## config.mk

```make
export PLATFORM = sky130hd
export DESIGN_NAME = ll_fifo_scheduler
export DESIGN_NICKNAME = d
export VERILOG_FILES = /design/src/rtl/ll_fifo_scheduler.sv
export SDC_FILE = /design/constraint.sdc
export NUM_CORES = 1
export LEC_CHECK = 0
export BUFFER_PORTS_ARGS = -buffer_cell sky130_fd_sc_hd__buf_2
export CAP_MARGIN = 20
export CORE_MARGIN = 2
export CORE_UTILIZATION = 42
export DETAILED_ROUTE_END_ITERATION = 8
export GPL_TIMING_DRIVEN = 0
export HOLD_SLACK_MARGIN = 0.15
export PLACE_DENSITY = 0.85
export SYNTH_ARGS = -nofsm -noshare
export SYNTH_HDL_FRONTEND = slang
export SYNTH_SLANG_ARGS = --single-unit
```

## constraint.sdc

```tcl
create_clock -name clk_i -period 2.5 [get_ports clk_i]
set_input_delay 0.125 -clock clk_i [delete_from_list [all_inputs] [get_ports clk_i]]
set_output_delay 0.125 -clock clk_i [all_outputs]
set_load 0.05 [all_outputs]
```

## src/rtl/ll_fifo_scheduler.sv

```systemverilog
// ll_fifo_scheduler
// Front end for a shared linked-list FIFO holding NUM_FIFOS virtual queues in
// DEPTH shared entries. NUM_FIFOS valid/ready producers are granted the single
// push port in round-robin order. Each queue is capped at QUOTA entries.
// Pops are scheduled round-robin across non-empty queues into a registered
// valid/ready output stage.
//
// Ports
//   clk_i, rst_i       clock, asynchronous active-high reset
//   in_valid_i/in_data_i/in_ready_o   producer side, in_ready_o is one-hot
//   ll_push_o/ll_push_sel_o/ll_data_in_o   push port of the linked-list FIFO
//   ll_pop_o/ll_pop_sel_o              pop port of the linked-list FIFO
//   ll_full_i, ll_empty_i, ll_data_out_i   status and head data from the FIFO
//   out_valid_o/out_data_o/out_sel_o/out_ready_i   registered consumer side
//   occ_o              per-queue occupancy, queue i at [i*CNT_WIDTH +: CNT_WIDTH]
module ll_fifo_scheduler #(
  parameter int WIDTH     = 8,
  parameter int DEPTH     = 4,
  parameter int NUM_FIFOS = 2,
  parameter int QUOTA     = 3,
  parameter int SEL_WIDTH = $clog2(NUM_FIFOS),
  parameter int CNT_WIDTH = $clog2(DEPTH + 1)
) (
  input  logic                           clk_i,
  input  logic                           rst_i,
  input  logic [NUM_FIFOS-1:0]           in_valid_i,
  input  logic [NUM_FIFOS*WIDTH-1:0]     in_data_i,
  output logic [NUM_FIFOS-1:0]           in_ready_o,
  output logic                           ll_push_o,
  output logic [SEL_WIDTH-1:0]           ll_push_sel_o,
  output logic [WIDTH-1:0]               ll_data_in_o,
  output logic                           ll_pop_o,
  output logic [SEL_WIDTH-1:0]           ll_pop_sel_o,
  input  logic                           ll_full_i,
  input  logic [NUM_FIFOS-1:0]           ll_empty_i,
  input  logic [WIDTH-1:0]               ll_data_out_i,
  output logic                           out_valid_o,
  output logic [WIDTH-1:0]               out_data_o,
  output logic [SEL_WIDTH-1:0]           out_sel_o,
  input  logic                           out_ready_i,
  output logic [NUM_FIFOS*CNT_WIDTH-1:0] occ_o
);

  localparam int SW1 = SEL_WIDTH + 1;
  localparam logic [SEL_WIDTH-1:0] LAST_SEL = SEL_WIDTH'(NUM_FIFOS - 1);
  localparam logic [CNT_WIDTH-1:0] QUOTA_C  = CNT_WIDTH'(QUOTA);

  logic [SEL_WIDTH-1:0] push_ptr_q, push_ptr_d;
  logic [SEL_WIDTH-1:0] pop_ptr_q, pop_ptr_d;
  logic                 out_valid_q, out_valid_d;
  logic [WIDTH-1:0]     out_data_q, out_data_d;
  logic [SEL_WIDTH-1:0] out_sel_q, out_sel_d;
  logic [CNT_WIDTH-1:0] occ_q [NUM_FIFOS];
  logic [CNT_WIDTH-1:0] occ_d [NUM_FIFOS];

  logic [NUM_FIFOS-1:0] eligible;
  logic [WIDTH-1:0]     in_data_arr [NUM_FIFOS];
  logic                 push_found, pop_found, pop_fire;
  logic [SEL_WIDTH-1:0] push_idx, pop_idx;

  // First requester at or after ptr, wrapping at NUM_FIFOS so unused select
  // codes are never produced. Returns {found, index}.
  function automatic logic [SEL_WIDTH:0] rr_pick(input logic [SEL_WIDTH-1:0] ptr,
                                                 input logic [NUM_FIFOS-1:0] req);
    logic [SEL_WIDTH:0]   cand;
    logic                 found;
    logic [SEL_WIDTH-1:0] sel;
    found = 1'b0;
    sel   = ptr;
    for (int k = 0; k < NUM_FIFOS; k++) begin
      cand = {1'b0, ptr} + SW1'(k);
      if (cand >= SW1'(NUM_FIFOS)) cand = cand - SW1'(NUM_FIFOS);
      if (!found && req[cand[SEL_WIDTH-1:0]]) begin
        found = 1'b1;
        sel   = cand[SEL_WIDTH-1:0];
      end
    end
    return {found, sel};
  endfunction

  function automatic logic [SEL_WIDTH-1:0] next_sel(input logic [SEL_WIDTH-1:0] s);
    return (s == LAST_SEL) ? '0 : s + 1'b1;
  endfunction

  // Eligibility uses registered occupancy only, so a same-cycle pop never
  // frees room for the push in that cycle.
  for (genvar g = 0; g < NUM_FIFOS; g++) begin : g_queue
    assign eligible[g]    = in_valid_i[g] & ~ll_full_i & (occ_q[g] < QUOTA_C);
    assign in_data_arr[g] = in_data_i[g*WIDTH +: WIDTH];
    assign occ_o[g*CNT_WIDTH +: CNT_WIDTH] = occ_q[g];
  end

  always_comb begin
    {push_found, push_idx} = rr_pick(push_ptr_q, eligible);
    {pop_found, pop_idx}   = rr_pick(pop_ptr_q, ~ll_empty_i);
  end

  assign pop_fire = pop_found & (~out_valid_q | out_ready_i);

  // Handshakes are held low during reset; the FIFO status inputs may still
  // show stale contents until the FIFO itself has been cleared.
  always_comb begin
    in_ready_o    = '0;
    ll_push_o     = 1'b0;
    ll_pop_o      = 1'b0;
    ll_push_sel_o = push_idx;
    ll_data_in_o  = in_data_arr[push_idx];
    ll_pop_sel_o  = pop_idx;
    if (!rst_i) begin
      if (push_found) begin
        in_ready_o[push_idx] = 1'b1;
        ll_push_o            = 1'b1;
      end
      ll_pop_o = pop_fire;
    end
  end

  always_comb begin
    logic push_hit;
    logic pop_hit;
    push_hit    = 1'b0;
    pop_hit     = 1'b0;
    push_ptr_d  = push_ptr_q;
    pop_ptr_d   = pop_ptr_q;
    out_valid_d = out_valid_q;
    out_data_d  = out_data_q;
    out_sel_d   = out_sel_q;

    if (push_found) push_ptr_d = next_sel(push_idx);

    if (pop_fire) begin
      out_valid_d = 1'b1;
      out_data_d  = ll_data_out_i;
      out_sel_d   = pop_idx;
      pop_ptr_d   = next_sel(pop_idx);
    end else if (out_valid_q && out_ready_i) begin
      out_valid_d = 1'b0;
    end

    for (int i = 0; i < NUM_FIFOS; i++) begin
      push_hit = push_found && (push_idx == SEL_WIDTH'(i));
      pop_hit  = pop_fire && (pop_idx == SEL_WIDTH'(i));
      occ_d[i] = occ_q[i];
      if (push_hit && !pop_hit)      occ_d[i] = occ_q[i] + 1'b1;
      else if (!push_hit && pop_hit) occ_d[i] = occ_q[i] - 1'b1;
    end
  end

  always_ff @(posedge clk_i or posedge rst_i) begin
    if (rst_i) begin
      push_ptr_q  <= '0;
      pop_ptr_q   <= '0;
      out_valid_q <= 1'b0;
      out_data_q  <= '0;
      out_sel_q   <= '0;
      for (int i = 0; i < NUM_FIFOS; i++) occ_q[i] <= '0;
    end else begin
      push_ptr_q  <= push_ptr_d;
      pop_ptr_q   <= pop_ptr_d;
      out_valid_q <= out_valid_d;
      out_data_q  <= out_data_d;
      out_sel_q   <= out_sel_d;
      for (int i = 0; i < NUM_FIFOS; i++) occ_q[i] <= occ_d[i];
    end
  end

  assign out_valid_o = out_valid_q;
  assign out_data_o  = out_data_q;
  assign out_sel_o   = out_sel_q;

endmodule

```

==> results of run 1 <==
flip-flops by register name, indices dropped and copies added (netlist names):
name,cells
out_valid_o,1
out_sel_o,1
pop_ptr_q,1
out_data_o,8
occ_o,6
push_ptr_q,1
cell type report:
type	instances	area [um^2]
inverter	5	18.8
sequential	18	450
multi-input combinational	56	508
fill	165	757
tap	28	35.0
timing repair buffer	73	425
clock buffer	3	22.5
buffer	2	16.3
logic make-up after synthesis:
kind of cell             after synthesis  share of synthesized area (%)
XOR/XNOR                               6                           5.29
AND/OR/NAND/NOR                       21                           10.7
buffers and inverters                  7                           3.53
multiplexers                          18                           23.4
AO/OA/AOI/OAI                          5                           3.02
adder cells (fa/ha/maj)                6                           8.69
flip-flops                            18                           45.3
worst register-to-register path, delay by kind of cell, from the launching register on:
family        cells  cell delay [ns]
fa+ha+maj         2             0.61
mux               1             0.27
buf+inv           3             0.33
flops             1             0.39
simple gates      3             0.40
report_power, final:
part           switching (mW)  internal [mW]  total [mW]
Combinational           0.695          0.352        1.05
Sequential             0.0833          0.376       0.459
Clock                  0.0828         0.0561       0.139
Total                   0.862          0.784        1.65
synth_stat cells (2+ instances only):
cell type and count:
dfrtp_1 18, mux2_2 10, mux2_4 8, nand2_1 7, inv_1 5, nor2_1 5, xor2_1 4, nand3_1 3
a21oi_1 2, and2_1 2, fa_1 2, ha_1 2, xnor2_1 2
worst paths after layout:
path	slack [ns]	endpoint	cells past startpoint
min in group asynchronous	0.51	pop_ptr_q	3
hold reg to reg	0.49	out_sel_o	2
setup reg to reg	0.40	occ_o[1]	9
hold / removal	0.18	out_sel_o	4
max in group asynchronous	1.55	occ_o[2]	3
setup / recovery	0.33	occ_o[1]	11
layer usage:
layer / wire [um] / track usage [%] / vias to the layer above
li1: - / - / 424
met1: 875 / 19.3 / 409
met2: 1110 / 34.4 / 54
met3: 268 / 4.00 / 5
met4: 46 / 8.97 / 0
met5: 0 / 0 / -
stage by stage:
stage	power [mW]	setup slack, ns	cell area (um^2)	cells
floorplan	1.30	0.243	993	81
global placement	1.48	0.474	1330	170
detailed placement	1.51	0.423	1330	170
CTS	1.66	0.363	1480	185
global route	1.75	0.139	1480	185
finish	1.65	0.334	1480	185
cells in the final DEF, fill, tap and decap left out, drive strengths merged:
master	count
a21oi	2
nand2b	1
a21o	1
nor2	6
o21a	1
fa	2
dfrtp	18
inv	5
buf	63
nand2	7
and2	2
nand3	4
xor2	4
ha	2
mux2	18
o21ai	1
dlygate4sd3	12
xnor2	2
clkbuf	3
maj3	2
and3	1
repair_timing:
item	in CTS	in global routing
buffers inserted	0	0
hold buffers	12	0
endpoints found under the hold margin	28	0
==> impl_metrics.yaml, run 1 <==
outcome:
  status: "finished, final reports clean"
layout:
  antennaDiodeCount: 0
  drive_gt1_share_pct: 56.1
  syn2layout_area_growth_pct: 48.6
  final_core_util_pct: 66.1
  final_net_count: 195
detailed_routing:
  drt_iter0_drc: 4
  dr.pass1.iters: 2
  route.antenna.remaining_nets: 0
  num_vias: 892
  route.detailed.drc: 0
  wl_per_cell_um: 12.4
  routed_wl_um: 2300
  viasPerCell: 4.82
synthesis:
  syn_nets: 117
  netlist_area_um2: 993
  syn_avg_cell_area_um2: 12.3
  synthFlopType: "dfrtp_1"
  yosys.area.top_type: "dfrtp_1"
  seq_area_frac_synth_pct: 45.3
  synth_top_area_share_pct: 45.3
  synthDistinctLibCells: 24
  synth-edff-count: 0
  ys_seq_elements: 18
  synthCells: 81
  synth_warnings: 0
  synth_area_leaders: "dfrtp_1 (45%), mux2_4 (12%), mux2_2 (11%), fa_1 (4.0%), xor2_1 (3.5%)"
  async_flop_share_pct: 100
clocking:
  cts.sink_count: 18
  numCtsBuffers: 3
  root_buffer: "clkbuf_4"
  cts_tree: "built"
  ctsResizeCount: 0
  cts_buffer_depth: 2
  clkLatencyLatePin_ns: 0.29
  cts_max_level: 1
  clkSlewWorstSetupHoldPaths_ns: 0.09
worst_setup_path:
  crit_fanout: 10
  start_kind: "primary input"
  path_class: "in2reg"
  crit_buf_inv: 5
  critPathCaptureType: "register"
  path_delay_family: "buffers and inverters"
  worst_ep_arrival_time_ns: 2.35
  crit_path_start: "ll_empty_i[0]"
  crit_chain: "dlygate4sd3_1 -> buf_2 -> nand2_1 -> nand2_1 -> buf_2 -> nor2_1 -> inv_1 -> ha_1 -> inv_1 -> fa_1 -> mux2_2"
  cp_slowest_cell: "dlygate4sd3_1"
  slowest_delay_ns: 0.54
  r2r-start: "out_valid_o"
  worstPathRequired_ns: 2.68
timing:
  hold_violations: 0
  final.setup.tns_ns: 0
  worstMarginPinSlew_ns: 0.705
  slew_headroom_pct: 53.0
  whs_ns: 0.180
  maxSlewViolCount: 0
  post-route-min-period_ns: 2.17
  rsz0062_at_grt: "false"
  final-setup-viol-count: 0
  skew_ns: 0.00362
  period_share_pct: 86.7
  fmax_mhz: 462
global_routing:
  grt_use_total_pct: 18.5
  grt_max_degree: 21
  grt_pass1_vias: 897
  overflow: 0
  grt_pass1_wl_um: 3740
  antenna_found_initial: 0
job:
  drv_cap: 0
min_path:
  hold_class: "in2reg"
  hold_path.startpoint: "ll_empty_i[1]"
floorplan:
  die_area_um2: 2770
  die_h_um: 52.6
  die_w_um: 52.6
  io_pins: 62
  coreArea_um2: 2230
  initial_core_util_pct: 44.5
  core.rowCount: 17
placement:
  gp_congestion: 0.691
  post-dp-hpwl_um: 1720
  numPortBuffers: 61
pwr:
  cellPowerDensity_nw_per_um2: 1110
  p_leak_nw: 0.768
  peakVddDrop_mv: 0.754
No activity file was read; power rests on OpenSTA's default activity.
==> run 2: changes to the inputs <==
--- a/config.mk
+++ b/config.mk
@@ -8,11 +8,11 @@
 export BUFFER_PORTS_ARGS = -buffer_cell sky130_fd_sc_hd__buf_2
 export CAP_MARGIN = 20
 export CORE_MARGIN = 2
-export CORE_UTILIZATION = 42
+export CORE_UTILIZATION = 45
 export DETAILED_ROUTE_END_ITERATION = 8
 export GPL_TIMING_DRIVEN = 0
 export HOLD_SLACK_MARGIN = 0.15
-export PLACE_DENSITY = 0.85
+export PLACE_DENSITY = 0.9
 export SYNTH_ARGS = -nofsm -noshare
 export SYNTH_HDL_FRONTEND = slang
 export SYNTH_SLANG_ARGS = --single-unit
==> constraint.sdc (replaced) <==
create_clock -name clk_i -period 2.78 [get_ports clk_i]
set_input_delay 0.139 -clock clk_i [delete_from_list [all_inputs] [get_ports clk_i]]
set_output_delay 0.139 -clock clk_i [all_outputs]
set_load 0.05 [all_outputs]
==> run 2 against run 1 <==
Against the previous run: routed wire length up 14%; worst setup slack better by 0.27 ns; sequential power decreased by 9.4%; clock power rose by 19%; die area shrank 6.2%; final cell count is the same; critical path type unchanged; critical endpoint is now occ_o[5]; via count up 1.3%; combinational power shrank 9%.
==> impl_metrics.yaml, run 2 (same netlist as run 1, synthesis figures left out) <==
pwr:
  p_leak_nw: 0.771
  p_seq_share_pct: 27.1
  switching_share_pct: 52.1
  cellPowerDensity_nw_per_um2: 1040
  power.internal_uw: 735
  switchingPower_uw: 799
  p_total_mw: 1.53
  p_comb_share_pct: 62.1
  clkPwrFrac_pct: 10.8
  peakVddDrop_mv: 0.791
floorplan:
  die_h_um: 51.0
  initial_core_util_pct: 46.2
  die_w_um: 51.0
  die_area_um2: 2600
  core.rowCount: 17
  coreArea_um2: 2150
  io_pins: 62
layout:
  drive_gt1_share_pct: 56.7
  final_common_cell: "buf_2"
  syn2layout_area_growth_pct: 49.0
  layout_common_cells: "buf_2 (62), dfrtp_1 (18), dlygate4sd3_1 (11)"
  final_core_util_pct: 68.9
  final_area_um2: 1480
  final_net_count: 194
  fill_cells: 167
  largest_reg_flops: 8
  antennaDiodeCount: 0
worst_setup_path:
  critPathCaptureType: "register"
  reg2reg_slack_ns: 0.65
  worst_ep_arrival_time_ns: 2.42
  path_class: "in2reg"
  r2r_cells: 9
  r2r-end: "occ_o[1]"
  r2r-start: "out_valid_o"
  start_kind: "primary input"
  worstPathRequired_ns: 3.01
  crit_fanout: 3
clocking:
  cts.sink_count: 18
  cts_max_level: 1
  clkSlewWorstSetupHoldPaths_ns: 0.10
  cts_setup_buffers: 0
  root_buffer: "clkbuf_4"
  numCtsBuffers: 3
  cts_buffer_depth: 2
  cts_tree: "built"
  clkLatencyLatePin_ns: 0.30
  ctsResizeCount: 0
placement:
  numPortBuffers: 61
  gp_congestion: 0.725
  post-dp-hpwl_um: 1990
  post_dp_cell_area_um2: 1330
outcome:
  status: "finished, final reports clean"
min_path:
  hold_class: "in2reg"
  holdPathEnd: "push_ptr_q"
  hold_depth: 3
  hold_path.startpoint: "in_valid_i[0]"
global_routing:
  grt_pass1_vias: 937
  overflow: 0
  antenna_found_initial: 0
  grt_max_degree: 21
  grt_use_total_pct: 21.6
  grt_pass1_wl_um: 4150
detailed_routing:
  dr.pass1.iters: 4
  route.antenna.remaining_nets: 0
  wl_per_cell_um: 14.2
  route.detailed.drc: 0
  num_vias: 904
  viasPerCell: 4.89
  drt_iter0_drc: 3
  routed_wl_um: 2620
timing:
  post-route-min-period_ns: 2.18
  period_share_pct: 78.4
  slew_headroom_pct: 52.0
  fmax_mhz: 459
  final.setup.tns_ns: 0
  hold_violations: 0
  maxSlewViolCount: 0
  rsz0062_at_grt: "false"
  final-setup-viol-count: 0
  skew_ns: 0.000655
  worstMarginPinSlew_ns: 0.719
job:
  drv_cap: 0
==> run 2: cell types whose count changed in the layout (fill, tap and decap cells not counted) <==
cell / change
clkbuf_8: +1
dlygate4sd3_1: -1
==> run 2: layout make-up <==
| cell class | instances | area [um^2] | area share [%] |
|---|---|---|---|
| multi-input cells | 56 | 508 | 34.3 |
| inverters | 5 | 18.8 | 1.27 |
| plain buffers | 2 | 16.3 | 1.10 |
| well taps | 28 | 35.0 | 2.37 |
| clock buffers | 4 | 36.3 | 2.45 |
| flip-flops and latches | 18 | 450 | 30.4 |
| repair buffers | 72 | 415 | 28.1 |
==> run 2: worst max-delay path by stage <==
stage / startpoint / end / slack (ns)
after floorplan: out_valid_o / occ_o[2] / 0.52
after global placement: out_valid_o / occ_o[1] / 0.76
after detailed placement: out_valid_o / occ_o[1] / 0.72
after CTS: ll_empty_i[0] / occ_o[5] / 0.59
after global routing: ll_empty_i[0] / occ_o[2] / 0.43
final: ll_empty_i[0] / occ_o[5] / 0.60
==> run 2: timing repair <==
action / in CTS / in global routing
setup endpoints to repair: 0 / 0
hold endpoints to repair: 27 / 0
hold buffers: 11 / 0
==> run 2: through the flow <==
stage	hold WS [ns]	setup slack, ns	instances
global placement	0.289	0.757	170
CTS	0.154	0.590	185
floorplan	0.0879	0.523	81
finish	0.153	0.599	185
detailed placement	0.316	0.720	170
global route	0.196	0.428	185
==> run 2: routing by layer <==
layer  track usage (%)  routed length, um
met1              21.3                914
met2              43.3               1420
met3              4.09                234
met4              8.11                 58
met5                 0                  0
==> run 2: power groups by stage <==
stage	clock network (mW)	logic, mW	registers, mW
CTS	0.165	0.957	0.417
global placement	0	0.917	0.414
global route	0.175	1.01	0.426
detailed placement	0	0.946	0.421
finish	0.166	0.952	0.416
floorplan	0	0.528	0.640
==> run 2: critical path: stages <==
cell and delay (ns):
dlygate4sd3_1 0.54, buf_2 0.14, maj3_1 0.38, nand3_1 0.13, ha_1 0.21, inv_1 0.07, fa_1 0.39, xor2_1 0.16
nor2_1 0.11, xor2_1 0.16
==> run 3: changes to the inputs <==
--- a/config.mk
+++ b/config.mk
@@ -8,11 +8,11 @@
 export BUFFER_PORTS_ARGS = -buffer_cell sky130_fd_sc_hd__buf_2
 export CAP_MARGIN = 20
 export CORE_MARGIN = 2
-export CORE_UTILIZATION = 45
+export CORE_UTILIZATION = 38
 export DETAILED_ROUTE_END_ITERATION = 8
 export GPL_TIMING_DRIVEN = 0
 export HOLD_SLACK_MARGIN = 0.15
-export PLACE_DENSITY = 0.9
+export PLACE_DENSITY = 0.81
 export SYNTH_ARGS = -nofsm -noshare
 export SYNTH_HDL_FRONTEND = slang
 export SYNTH_SLANG_ARGS = --single-unit
==> constraint.sdc (replaced) <==
create_clock -name clk_i -period 1.8 [get_ports clk_i]
set_input_delay 0.09 -clock clk_i [delete_from_list [all_inputs] [get_ports clk_i]]
set_output_delay 0.09 -clock clk_i [all_outputs]
set_load 0.05 [all_outputs]
==> run 3 against run 2 <==
Against the previous run: the flow now finishes with violations (setup timing); core utilization up 2.4 points; power up 78%; clock power up 52%; critical path depth down 1; largest cell class unchanged; sequential power up 51%; worst setup slack worse by 0.76 ns; final area up 19%; count of clock-buffer cells in the layout unchanged; clock skew up 0.0011 ns; combinational power up 94%; non-clock buffer count up 14; sequential share of layout area down 4.4 points.
==> impl_metrics.yaml, run 3 (same netlist as run 1, synthesis figures left out) <==
outcome:
  status: "finished, violations left"
  violations: "setup timing"
global_routing:
  grt_use_total_pct: 19.6
  overflow: 0
  antenna_found_initial: 0
  grt_pass1_vias: 1004
  grt_max_degree: 19
  grt_pass1_wl_um: 4170
clocking:
  clkLatencyLatePin_ns: 0.29
  cts_buffer_depth: 2
  cts.sink_count: 18
  cts_tree: "built"
  clkSlewWorstSetupHoldPaths_ns: 0.11
  numCtsBuffers: 3
  root_buffer: "clkbuf_4"
  cts_max_level: 1
detailed_routing:
  route.detailed.drc: 0
  viasPerCell: 4.78
  route.antenna.remaining_nets: 0
  num_vias: 960
  dr.pass1.iters: 4
  wl_per_cell_um: 14.0
  routed_wl_um: 2820
  drt_iter0_drc: 6
worst_setup_path:
  path_class: "reg2reg"
  reg2reg_slack_ns: -0.16
  cp_slowest_cell: "dfrtp_2"
  worst_ep_arrival_time_ns: 2.18
  start_kind: "register"
  slowest_delay_ns: 0.44
  worstPathRequired_ns: 2.02
  critPathCaptureType: "register"
  crit_top_cell: "xor2_1"
  crit_chain: "nor2_4 -> and3_4 -> o21a_1 -> ha_4 -> inv_2 -> fa_2 -> xor2_1 -> nor2_1 -> xor2_1"
  crit_fanout: 3
timing:
  hold_violations: 0
  rsz0062_at_grt: "true"
  maxSlewViolCount: 0
  worstMarginPinSlew_ns: 0.799
  fmax_mhz: 510
  post-route-min-period_ns: 1.96
  final.setup.tns_ns: -1.62
  slew_headroom_pct: 46.6
  worst_slack_ns: -0.160
  skew_ns: 0.00179
  whs_ns: 0.206
  final-setup-viol-count: 12
  period_share_pct: 109
layout:
  final_net_count: 208
  antennaDiodeCount: 0
  largest_reg_flops: 8
  syn2layout_area_growth_pct: 77.8
  layout_common_cells: "buf_2 (53), dlygate4sd3_1 (13), buf_4 (13)"
  final_common_cell: "buf_2"
  drive_gt1_share_pct: 72.5
  fill_cells: 186
floorplan:
  die_w_um: 55.1
  initial_core_util_pct: 40.1
  die_area_um2: 3040
  core.rowCount: 18
  coreArea_um2: 2480
  io_pins: 62
  die_h_um: 55.1
pwr:
  p_leak_nw: 0.871
  cellPowerDensity_nw_per_um2: 1550
  p_total_mw: 2.74
  peakVddDrop_mv: 1.13
placement:
  gp_congestion: 0.732
  post-dp-hpwl_um: 1970
  numPortBuffers: 61
min_path:
  hold_class: "in2reg"
job:
  drv_cap: 0
run 3: cell count changes in the layout (fill, tap and decap cells not counted), sizes merged:
cell         before  now
buf              63   75
dlygate4sd3      11   13
run 3: worst max-delay path: cells and delay by family, from the launching register on:
kind            cells  cell delay (ns)
buf+inv             1             0.04
compound gates      1             0.19
xor+xnor            2             0.29
fa+ha+maj           2             0.49
flops               1             0.44
simple gates        3             0.44
run 3: per-stage QoR:
| step | setup WS [ns] | util [%] | std cells | area, um^2 |
|---|---|---|---|---|
| finish | -0.160 | 71.3 | 201 | 1770 |
| global route | -0.221 | 71.3 | 201 | 1770 |
| CTS | -0.170 | 69.6 | 198 | 1730 |
| detailed placement | -0.176 | 56.4 | 172 | 1400 |
| global placement | -0.129 | 56.4 | 172 | 1400 |
| floorplan | -0.194 | - | 81 | 1050 |
run 3: layout make-up:
class / instances / area, um^2 / area share, %
Buffer: 1 / 15.0 / 0.850
Clock buffer: 4 / 36.3 / 2.05
Inverter: 5 / 18.8 / 1.06
Multi-Input combinational cell: 56 / 617 / 34.9
Sequential cell: 18 / 459 / 26.0
Tap cell: 30 / 37.5 / 2.12
Timing Repair Buffer: 87 / 583 / 33.0
run 3: repair_timing:
| action | 4_1_cts | 5_1_grt |
|---|---|---|
| gates cloned | 0 | 0 |
| resized for setup | 24 | 4 |
| buffers inserted | 9 | 4 |
| pin swaps | 4 | 11 |
| hold buffers | 13 | 0 |
| setup endpoints to repair | 13 | 13 |
| hold endpoints to repair | 28 | 0 |
run 3: routing by layer:
layer / track usage (%) / wire length (um)
met1: 17.7 / 960
met4: 5.69 / 10
met3: 2.96 / 225
met2: 42.9 / 1620
met5: 0 / 0
run 3: final timing paths:
| path | from | endpoint | depth (start not counted) |
|---|---|---|---|
| setup reg to reg | occ_o[5] | occ_o[5] | 9 |
| setup / recovery | occ_o[5] | occ_o[5] | 9 |
| max in group asynchronous | rst_i | occ_o[1] | 3 |
| hold / removal | out_ready_i | out_sel_o | 4 |
| hold reg to reg | out_sel_o | out_sel_o | 2 |
| min in group asynchronous | rst_i | occ_o[5] | 3 |
run 3: power breakdown:
part | switching (mW) | internal [mW]
clock network | 0.130 | 0.123
registers | 0.0939 | 0.535
logic | 1.11 | 0.744
total | 1.33 | 1.40
